$ cat src/rtl/trng_ctrl_pkg.sv
// rtl/trng_ctrl_pkg.sv - shared types and defaults for the TRNG word controller
//
// Contents:
//   state_t        controller state encoding (3 bits)
//   *_DEF          default values for WORD_W, WARMUP and REP_LIMIT
//   max_int()      elaboration-time helper used to size the bit counter
package trng_ctrl_pkg;

  typedef enum logic [2:0] {
    ST_IDLE    = 3'd0,
    ST_WARMUP  = 3'd1,
    ST_COLLECT = 3'd2,
    ST_HOLD    = 3'd3,
    ST_FAULT   = 3'd4
  } state_t;

  localparam int WORD_W_DEF    = 32;
  localparam int WARMUP_DEF    = 64;
  localparam int REP_LIMIT_DEF = 16;

  function automatic int max_int(input int a, input int b);
    return (a > b) ? a : b;
  endfunction

endpackage

$ cat src/rtl/trng_word_ctrl_if.sv
// rtl/trng_word_ctrl_if.sv - core/consumer signal bundle for the TRNG word controller
//
// Signals:
//   req          consumer wants words (level)
//   core_en      enable to the TRNG core
//   bit_valid    core out_valid
//   bit_in       core out
//   word         packed random word
//   word_valid   word available
//   word_ready   consumer accepts word
//   busy         controller is in WARMUP or COLLECT
//   fault        sticky health-test failure
//   clear_fault  single-cycle pulse to leave FAULT
// Modports:
//   master       the controller
//   slave        the environment (core + consumer)
interface trng_word_ctrl_if
  import trng_ctrl_pkg::*;
#(
  parameter int WORD_W = WORD_W_DEF
);

  logic              req;
  logic              core_en;
  logic              bit_valid;
  logic              bit_in;
  logic [WORD_W-1:0] word;
  logic              word_valid;
  logic              word_ready;
  logic              busy;
  logic              fault;
  logic              clear_fault;

  modport master (
    input  req,
    input  bit_valid,
    input  bit_in,
    input  word_ready,
    input  clear_fault,
    output core_en,
    output word,
    output word_valid,
    output busy,
    output fault
  );

  modport slave (
    output req,
    output bit_valid,
    output bit_in,
    output word_ready,
    output clear_fault,
    input  core_en,
    input  word,
    input  word_valid,
    input  busy,
    input  fault
  );

endinterface

$ cat src/rtl/trng_rep_test.sv
// rtl/trng_rep_test.sv - repetition-count health test on the accepted bit stream
//
// Ports:
//   clk        system clock
//   reset      asynchronous, active-high reset
//   clr        clears the run counter and last-bit register
//   bit_valid  an accepted bit is present this cycle
//   bit_in     the accepted bit
//   fail       this bit brings the run length to REP_LIMIT (combinational)
module trng_rep_test
  import trng_ctrl_pkg::*;
#(
  parameter int REP_LIMIT = REP_LIMIT_DEF
) (
  input  logic clk,
  input  logic reset,
  input  logic clr,
  input  logic bit_valid,
  input  logic bit_in,
  output logic fail
);

  localparam int            RW      = $clog2(REP_LIMIT + 1);
  localparam logic [RW-1:0] RUN_MAX = RW'(REP_LIMIT);
  localparam logic [RW-1:0] RUN_ONE = RW'(1);

  logic [RW-1:0] run_q, run_d;
  logic          last_q, last_d;

  always_comb begin
    run_d  = run_q;
    last_d = last_q;
    if (clr) begin
      run_d  = '0;
      last_d = 1'b0;
    end else if (bit_valid) begin
      last_d = bit_in;
      // run_q == 0 marks "no bit seen since clear", so last_q is not meaningful yet.
      if (run_q == '0 || bit_in != last_q) begin
        run_d = RUN_ONE;
      end else if (run_q != RUN_MAX) begin
        run_d = run_q + RUN_ONE;
      end
    end
  end

  // Flag on the same cycle as the offending bit so the controller can let the
  // fault take priority over a word that this very bit would complete.
  assign fail = bit_valid && !clr && (run_d == RUN_MAX);

  always_ff @(posedge clk or posedge reset) begin
    if (reset) begin
      run_q  <= '0;
      last_q <= 1'b0;
    end else begin
      run_q  <= run_d;
      last_q <= last_d;
    end
  end

endmodule

$ cat src/rtl/trng_word_ctrl.sv
// rtl/trng_word_ctrl.sv - sequences the TRNG core, discards warm-up, packs words
//
// Ports:
//   clk    system clock
//   reset  asynchronous, active-high reset
//   bus    trng_word_ctrl_if.master: req/core_en/bit_valid/bit_in from and to
//          the core, word/word_valid/word_ready to the consumer, busy/fault
//          status and clear_fault
// Parameters:
//   WORD_W     bits per output word (>= 2)
//   WARMUP     accepted bits discarded after each start from IDLE (>= 1)
//   REP_LIMIT  identical-bit run length that declares a fault (>= 2)
module trng_word_ctrl
  import trng_ctrl_pkg::*;
#(
  parameter int WORD_W    = WORD_W_DEF,
  parameter int WARMUP    = WARMUP_DEF,
  parameter int REP_LIMIT = REP_LIMIT_DEF
) (
  input  logic             clk,
  input  logic             reset,
  trng_word_ctrl_if.master bus
);

  localparam int            CW        = $clog2(max_int(WARMUP, WORD_W) + 1);
  localparam logic [CW-1:0] WARM_LAST = CW'(WARMUP - 1);
  localparam logic [CW-1:0] WORD_LAST = CW'(WORD_W - 1);
  localparam logic [CW-1:0] CNT_ONE   = CW'(1);

  state_t            state_q, state_d;
  logic [CW-1:0]     cnt_q, cnt_d;
  logic [WORD_W-1:0] shreg_q, shreg_d;
  logic [WORD_W-1:0] word_q, word_d;

  logic bit_acc;
  logic rep_clr;
  logic rep_fail;

  // Bits only count while the core is meant to be running.
  assign bit_acc = bus.bit_valid && (state_q == ST_WARMUP || state_q == ST_COLLECT);

  // The run restarts only from IDLE; a HOLD->COLLECT turnaround keeps it.
  assign rep_clr = (state_q == ST_IDLE);

  trng_rep_test #(
    .REP_LIMIT (REP_LIMIT)
  ) u_rep_test (
    .clk       (clk),
    .reset     (reset),
    .clr       (rep_clr),
    .bit_valid (bit_acc),
    .bit_in    (bus.bit_in),
    .fail      (rep_fail)
  );

  always_comb begin
    state_d = state_q;
    cnt_d   = cnt_q;
    shreg_d = shreg_q;
    word_d  = word_q;

    unique case (state_q)
      ST_IDLE: begin
        cnt_d   = '0;
        shreg_d = '0;
        if (bus.req) begin
          state_d = ST_WARMUP;
        end
      end

      ST_WARMUP: begin
        if (bit_acc) begin
          if (rep_fail) begin
            state_d = ST_FAULT;
            cnt_d   = '0;
          end else if (cnt_q == WARM_LAST) begin
            state_d = ST_COLLECT;
            cnt_d   = '0;
          end else begin
            cnt_d = cnt_q + CNT_ONE;
          end
        end
      end

      ST_COLLECT: begin
        if (bit_acc) begin
          if (rep_fail) begin
            // Fault wins even on the completing bit: partial word dropped,
            // published word left untouched.
            state_d = ST_FAULT;
            cnt_d   = '0;
            shreg_d = '0;
          end else begin
            // First bit of the word ends up as the MSB.
            shreg_d = {shreg_q[WORD_W-2:0], bus.bit_in};
            if (cnt_q == WORD_LAST) begin
              word_d  = shreg_d;
              state_d = ST_HOLD;
              cnt_d   = '0;
            end else begin
              cnt_d = cnt_q + CNT_ONE;
            end
          end
        end
      end

      ST_HOLD: begin
        if (bus.word_ready) begin
          state_d = bus.req ? ST_COLLECT : ST_IDLE;
        end
      end

      ST_FAULT: begin
        if (bus.clear_fault) begin
          state_d = ST_IDLE;
        end
      end

      default: begin
        state_d = ST_IDLE;
        cnt_d   = '0;
        shreg_d = '0;
      end
    endcase
  end

  always_ff @(posedge clk or posedge reset) begin
    if (reset) begin
      state_q <= ST_IDLE;
      cnt_q   <= '0;
      shreg_q <= '0;
      word_q  <= '0;
    end else begin
      state_q <= state_d;
      cnt_q   <= cnt_d;
      shreg_q <= shreg_d;
      word_q  <= word_d;
    end
  end

  // Status decodes straight from the state register: reset forces them low
  // immediately and they cannot glitch on input activity.
  assign bus.core_en    = (state_q == ST_WARMUP) || (state_q == ST_COLLECT);
  assign bus.busy       = (state_q == ST_WARMUP) || (state_q == ST_COLLECT);
  assign bus.word_valid = (state_q == ST_HOLD);
  assign bus.fault      = (state_q == ST_FAULT);
  assign bus.word       = word_q;

endmodule

$ cat src/flat_wrapper.sv
// flat-port wrapper written by rule: the top's interface ports become plain ports
module trng_word_ctrl_flat import trng_ctrl_pkg::*;
#(
  parameter int WORD_W    = WORD_W_DEF,
  parameter int WARMUP    = WARMUP_DEF,
  parameter int REP_LIMIT = REP_LIMIT_DEF
)
  (clk, reset, bus_req, bus_bit_valid, bus_bit_in, bus_word_ready, bus_clear_fault, bus_core_en, bus_word, bus_word_valid, bus_busy, bus_fault);
  trng_word_ctrl_if #(.WORD_W(WORD_W)) bus_i ();
  input  logic clk;
  input  logic reset;
  input wire logic [$bits(bus_i.req)-1:0] bus_req;
  input wire logic [$bits(bus_i.bit_valid)-1:0] bus_bit_valid;
  input wire logic [$bits(bus_i.bit_in)-1:0] bus_bit_in;
  input wire logic [$bits(bus_i.word_ready)-1:0] bus_word_ready;
  input wire logic [$bits(bus_i.clear_fault)-1:0] bus_clear_fault;
  output wire logic [$bits(bus_i.core_en)-1:0] bus_core_en;
  output wire logic [$bits(bus_i.word)-1:0] bus_word;
  output wire logic [$bits(bus_i.word_valid)-1:0] bus_word_valid;
  output wire logic [$bits(bus_i.busy)-1:0] bus_busy;
  output wire logic [$bits(bus_i.fault)-1:0] bus_fault;
  assign bus_i.req = bus_req;
  assign bus_i.bit_valid = bus_bit_valid;
  assign bus_i.bit_in = bus_bit_in;
  assign bus_i.word_ready = bus_word_ready;
  assign bus_i.clear_fault = bus_clear_fault;
  assign bus_core_en = bus_i.core_en;
  assign bus_word = bus_i.word;
  assign bus_word_valid = bus_i.word_valid;
  assign bus_busy = bus_i.busy;
  assign bus_fault = bus_i.fault;
  trng_word_ctrl #(.WORD_W(WORD_W), .WARMUP(WARMUP), .REP_LIMIT(REP_LIMIT)) u_core (.clk(clk), .reset(reset), .bus(bus_i));
endmodule
$ cat config.mk
export PLATFORM = sky130hd
export DESIGN_NAME = trng_word_ctrl_flat
export DESIGN_NICKNAME = d
export VERILOG_FILES = /design/src/rtl/trng_ctrl_pkg.sv /design/src/rtl/trng_word_ctrl_if.sv /design/src/rtl/trng_rep_test.sv /design/src/rtl/trng_word_ctrl.sv /design/src/flat_wrapper.sv
export SDC_FILE = /design/constraint.sdc
export NUM_CORES = 1
export LEC_CHECK = 0
export CAP_MARGIN = 10
export CORE_MARGIN = 1.5
export CORE_UTILIZATION = 30
export DETAILED_ROUTE_END_ITERATION = 8
export SLEW_MARGIN = 20
export SYNTH_ARGS = -nofsm -noshare
export SYNTH_HDL_FRONTEND = slang
export SYNTH_SLANG_ARGS = --single-unit
$ cat constraint.sdc
create_clock -name clk -period 2.2 [get_ports clk]
set_input_delay 0.22 -clock clk [delete_from_list [all_inputs] [get_ports clk]]
set_output_delay 0.22 -clock clk [all_outputs]
set_load 0.1 [all_outputs]
==> metrics.md <==
| Metric | Value |
|---|---|
| Fin worst setup slack | `-0.216 ns` |
| ANT nets after route | `0` |
| CTS tree | `yes` |
| Failing checks | `setup timing` |
| Hold_buf cts | `0` |
| Wire length per cell | `14.8 um` |
| Antenna cells | `0` |
| Total chip power | `5200 uW` |
| Number of global-route vias before repair | `2587` |
| First-pass GRT wire length | `13.1 mm` |
| Ys flop type | `dfrtp_1` |
| Fmax achieved | `414 MHz` |
| Port Buffer Count | `between 40 and 50` |
| P per Cell Area | `between 1000 and 1500 mW/mm^2` |
| Area Growth Syn to Fin | `38.7%` |
| Setup TNS | `-11.22 ns` |
| Period Utilization, post-route | `1.10` |
| Clk root buf | `clkbuf_16` |
| WHS | `0.289 ns` |
| Final wirelength | `7.85 mm` |
| Total CTS buffers | `9` |
| DP Worst Slack | `-0.497 ns` |
| Seq/Total Area, Yosys | `0.539` |
| Mapped Avg Cell Area | `13.1 sq um` |
| DRC Markers | `0` |
| Final Util | `0.426` |
| Deepest clock path buffer count | `2` |
| RSZ-0062 raised after global routing | `true` |
| Number of synthesized flops with an enable pin | `0` |
| Tot GR Track Use | `0.129` |
| Crit-path max FO | `5` |
| DP HPWL | `around 5.2 mm` |
| Leakage power | `0.00254 uW` |
| Worst Path Arrival | `between 2 and 3 ns` |
| # setup viols final | `68` |
| Maximum vdd drop | `about 820 uV` |
| H-tree levels | `3` |
| HP Class | `primary input to asynchronous set/reset pin` |
| Ys async rst share | `1.00` |
| Vias | `2624` |
| Warnings from Yosys | `0` |
| Net count after synthesis | `290` |
| Crit Path Category | `flop to flop` |
| Clock-pin slew on the worst setup and hold paths | `roughly 0.060 ns` |
| Tmin final | `2.42 ns` |
| 1st-pass router iterations | `4` |
| Count of cell types in the netlist | `51` |
| Layout Skew | `0.00750 ns` |
| #FFs+latches synth | `79` |
| Sink Count | `79` |
| GRT overflow | `0` |
| Largest net degree at the start of global routing | `35` |
| DRT iter0 DRCs | `112` |
| IO Pins | `43` |
| Die Span X | `114 um` |
| Rel. slew slack | `0.564` |
| Status | `finished with violations` |
| Fillers | `1076` |
| Die area | `0.0129 sq mm` |
| Slew @ Worst Pin | `0.648 ns` |
| Maximum Capacitance Violations | `0` |
| Multi-input gate area | `0.00161 sq mm` |
| Worst EP required | `2.42 ns` |
| Rows | `40` |
| Ratio of cells with drive above 1 in the final layout | `0.440` |
| Cell Area, Synth | `0.00367 sq mm` |
| Die H | `114 um` |
| Mean number of vias per cell | `4.96` |
| Antenna violations before repair | `0` |
| Core footprint | `between 0.01 and 0.015 sq mm` |
| Initial Utilization | `0.307` |
| Setup crit end kind | `flop` |
| Fin. max-slew vios | `0` |
| GPL Wtd Cong | `0.858` |
| Final #Nets | `approximately 390` |
| Crit path launch type | `flop` |
| Final Hold Viols | `0` |
| Cells after synthesis | `between 200 and 300` |
| Sequential cell area | `0.00198 sq mm` |
| Clk_lat worst skew | `0.34 ns` |
registers in the layout, summed over array words and instances, names as in the netlist:
register / cells
u_core.bus.word: 32
u_core.shreg_q: 31
u_core.cnt_q: 7
u_core.u_rep_test.run_q: 5
u_core.state_q: 3
u_core.u_rep_test.last_q: 1
area by class of cell:
| cell class | instances | share of cell area |
|---|---|---|
| Timing Repair Buffer | 103 | 0.186 |
| Clock buffer | 9 | 0.0442 |
| Clock inverter | 7 | 0.0204 |
| Tap cell | 147 | 0.0361 |
| Inverter | 10 | 0.00811 |
| Multi-Input combinational cell | 174 | 0.316 |
| Sequential cell | 79 | 0.389 |
critical path, cell delays in order (launching register included):
cell       delay, ns
dfrtp_1         0.39
inv_2           0.09
ha_4            0.15
nand4bb_4       0.12
mux2i_2         0.22
nand3_1         0.09
or4_4           0.54
nand4b_4        0.13
buf_6           0.14
buf_12          0.12
mux2_4          0.29
final timing paths:
path                                            start                   to  slack [ns]  depth (start not counted)
hold / removal                                  reset  u_core.bus.word[22]        0.29                          2
hold reg to reg                   u_core.bus.word[26]  u_core.bus.word[26]        0.51                          1
setup reg to reg           u_core.u_rep_test.run_q[1]  u_core.bus.word[22]       -0.22                         10
setup / recovery           u_core.u_rep_test.run_q[1]  u_core.bus.word[22]       -0.22                         10
min in group clk                      bus_clear_fault    u_core.state_q[2]        0.51                          2
max in group asynchronous                       reset   u_core.shreg_q[28]        1.37                          3
per-layer routing:
metal | wire length, um | track usage
met5 | 0 | 0
met4 | 127 | 0.0517
met3 | 321 | 0.0335
met2 | 3700 | 0.199
met1 | 3710 | 0.173
synth_stat cells (4+ instances only):
library cell | instances | share of area
inv_1 | 10 | 0.010
a21oi_1 | 8 | 0.011
a22o_1 | 31 | 0.074
mux2_4 | 30 | 0.12
dfrtp_1 | 79 | 0.54
clkbuf_1 | 4 | 0.0041
nor2b_1 | 6 | 0.010
nor3_1 | 4 | 0.0055
o21ai_0 | 10 | 0.014
nand3_1 | 7 | 0.0095
nand2_1 | 16 | 0.016
nor2_1 | 8 | 0.0082
buf_6 | 4 | 0.012
timing repair:
item / in CTS / in global routing
gates resized for setup: 17 / 12
setup endpoints to repair: 72 / 75
buffers inserted: 10 / 3
pin swaps: 7 / 6
hold endpoints to repair: 0 / 0
gates cloned: 2 / 0
report_power, final:
group | total, uW | internal, uW | switching (uW)
combinational | 1950 | 876 | 1070
sequential | 1620 | 1530 | 85.2
clock | 1640 | 1010 | 627
per-stage QoR:
step | instance area [sq um] | std cells
2_1_floorplan | 3690 | 280
3_3_place_gp | 4510 | 500
3_5_place_dp | 4510 | 500
4_1_cts | 5030 | 528
5_1_grt | 5090 | 529
6_report | 5090 | 529
kinds of logic after synthesis:
group / Yosys count / synth area share
DFF: 79 / 0.539
muxes: 35 / 0.137
and+or+nand+nor: 60 / 0.0985
xor gates and xnor gates: 3 / 0.00716
adders and majority gates: 4 / 0.0130
buffers and inverters: 27 / 0.0522
AOI/OAI and AO/OA: 72 / 0.153
layout by cell type, fill, tap and decap left out, types with 2 or more instances in the layout:
master | netlist | final
buf_4 | 2 | 81
dfrtp_1 | 79 | 78
mux2_4 | 30 | 32
a22o_1 | 31 | 31
nand2_1 | 16 | 16
o21ai_0 | 10 | 10
clkbuf_16 | 0 | 9
buf_12 | 3 | 9
nor2_1 | 8 | 7
a21oi_1 | 8 | 7
inv_1 | 10 | 7
clkdlybuf4s50_1 | 0 | 6
nor2b_1 | 6 | 5
nand3_1 | 7 | 5
buf_6 | 4 | 5
nor3_1 | 4 | 4
o22ai_1 | 3 | 3
a31oi_1 | 3 | 3
nand4_1 | 3 | 3
clkinvlp_4 | 0 | 3
or2b_1 | 2 | 2
mux2i_1 | 3 | 2
and3_1 | 2 | 2
nand3_4 | 0 | 2
o21ai_1 | 3 | 2
nand2b_1 | 2 | 2
nor3b_1 | 2 | 2
a211oi_1 | 2 | 2
o2111ai_1 | 2 | 2
inv_2 | 0 | 2
ha_4 | 0 | 2
inv_6 | 0 | 2
bufinv_16 | 0 | 2
No activity file was read; power rests on OpenSTA's default activity.
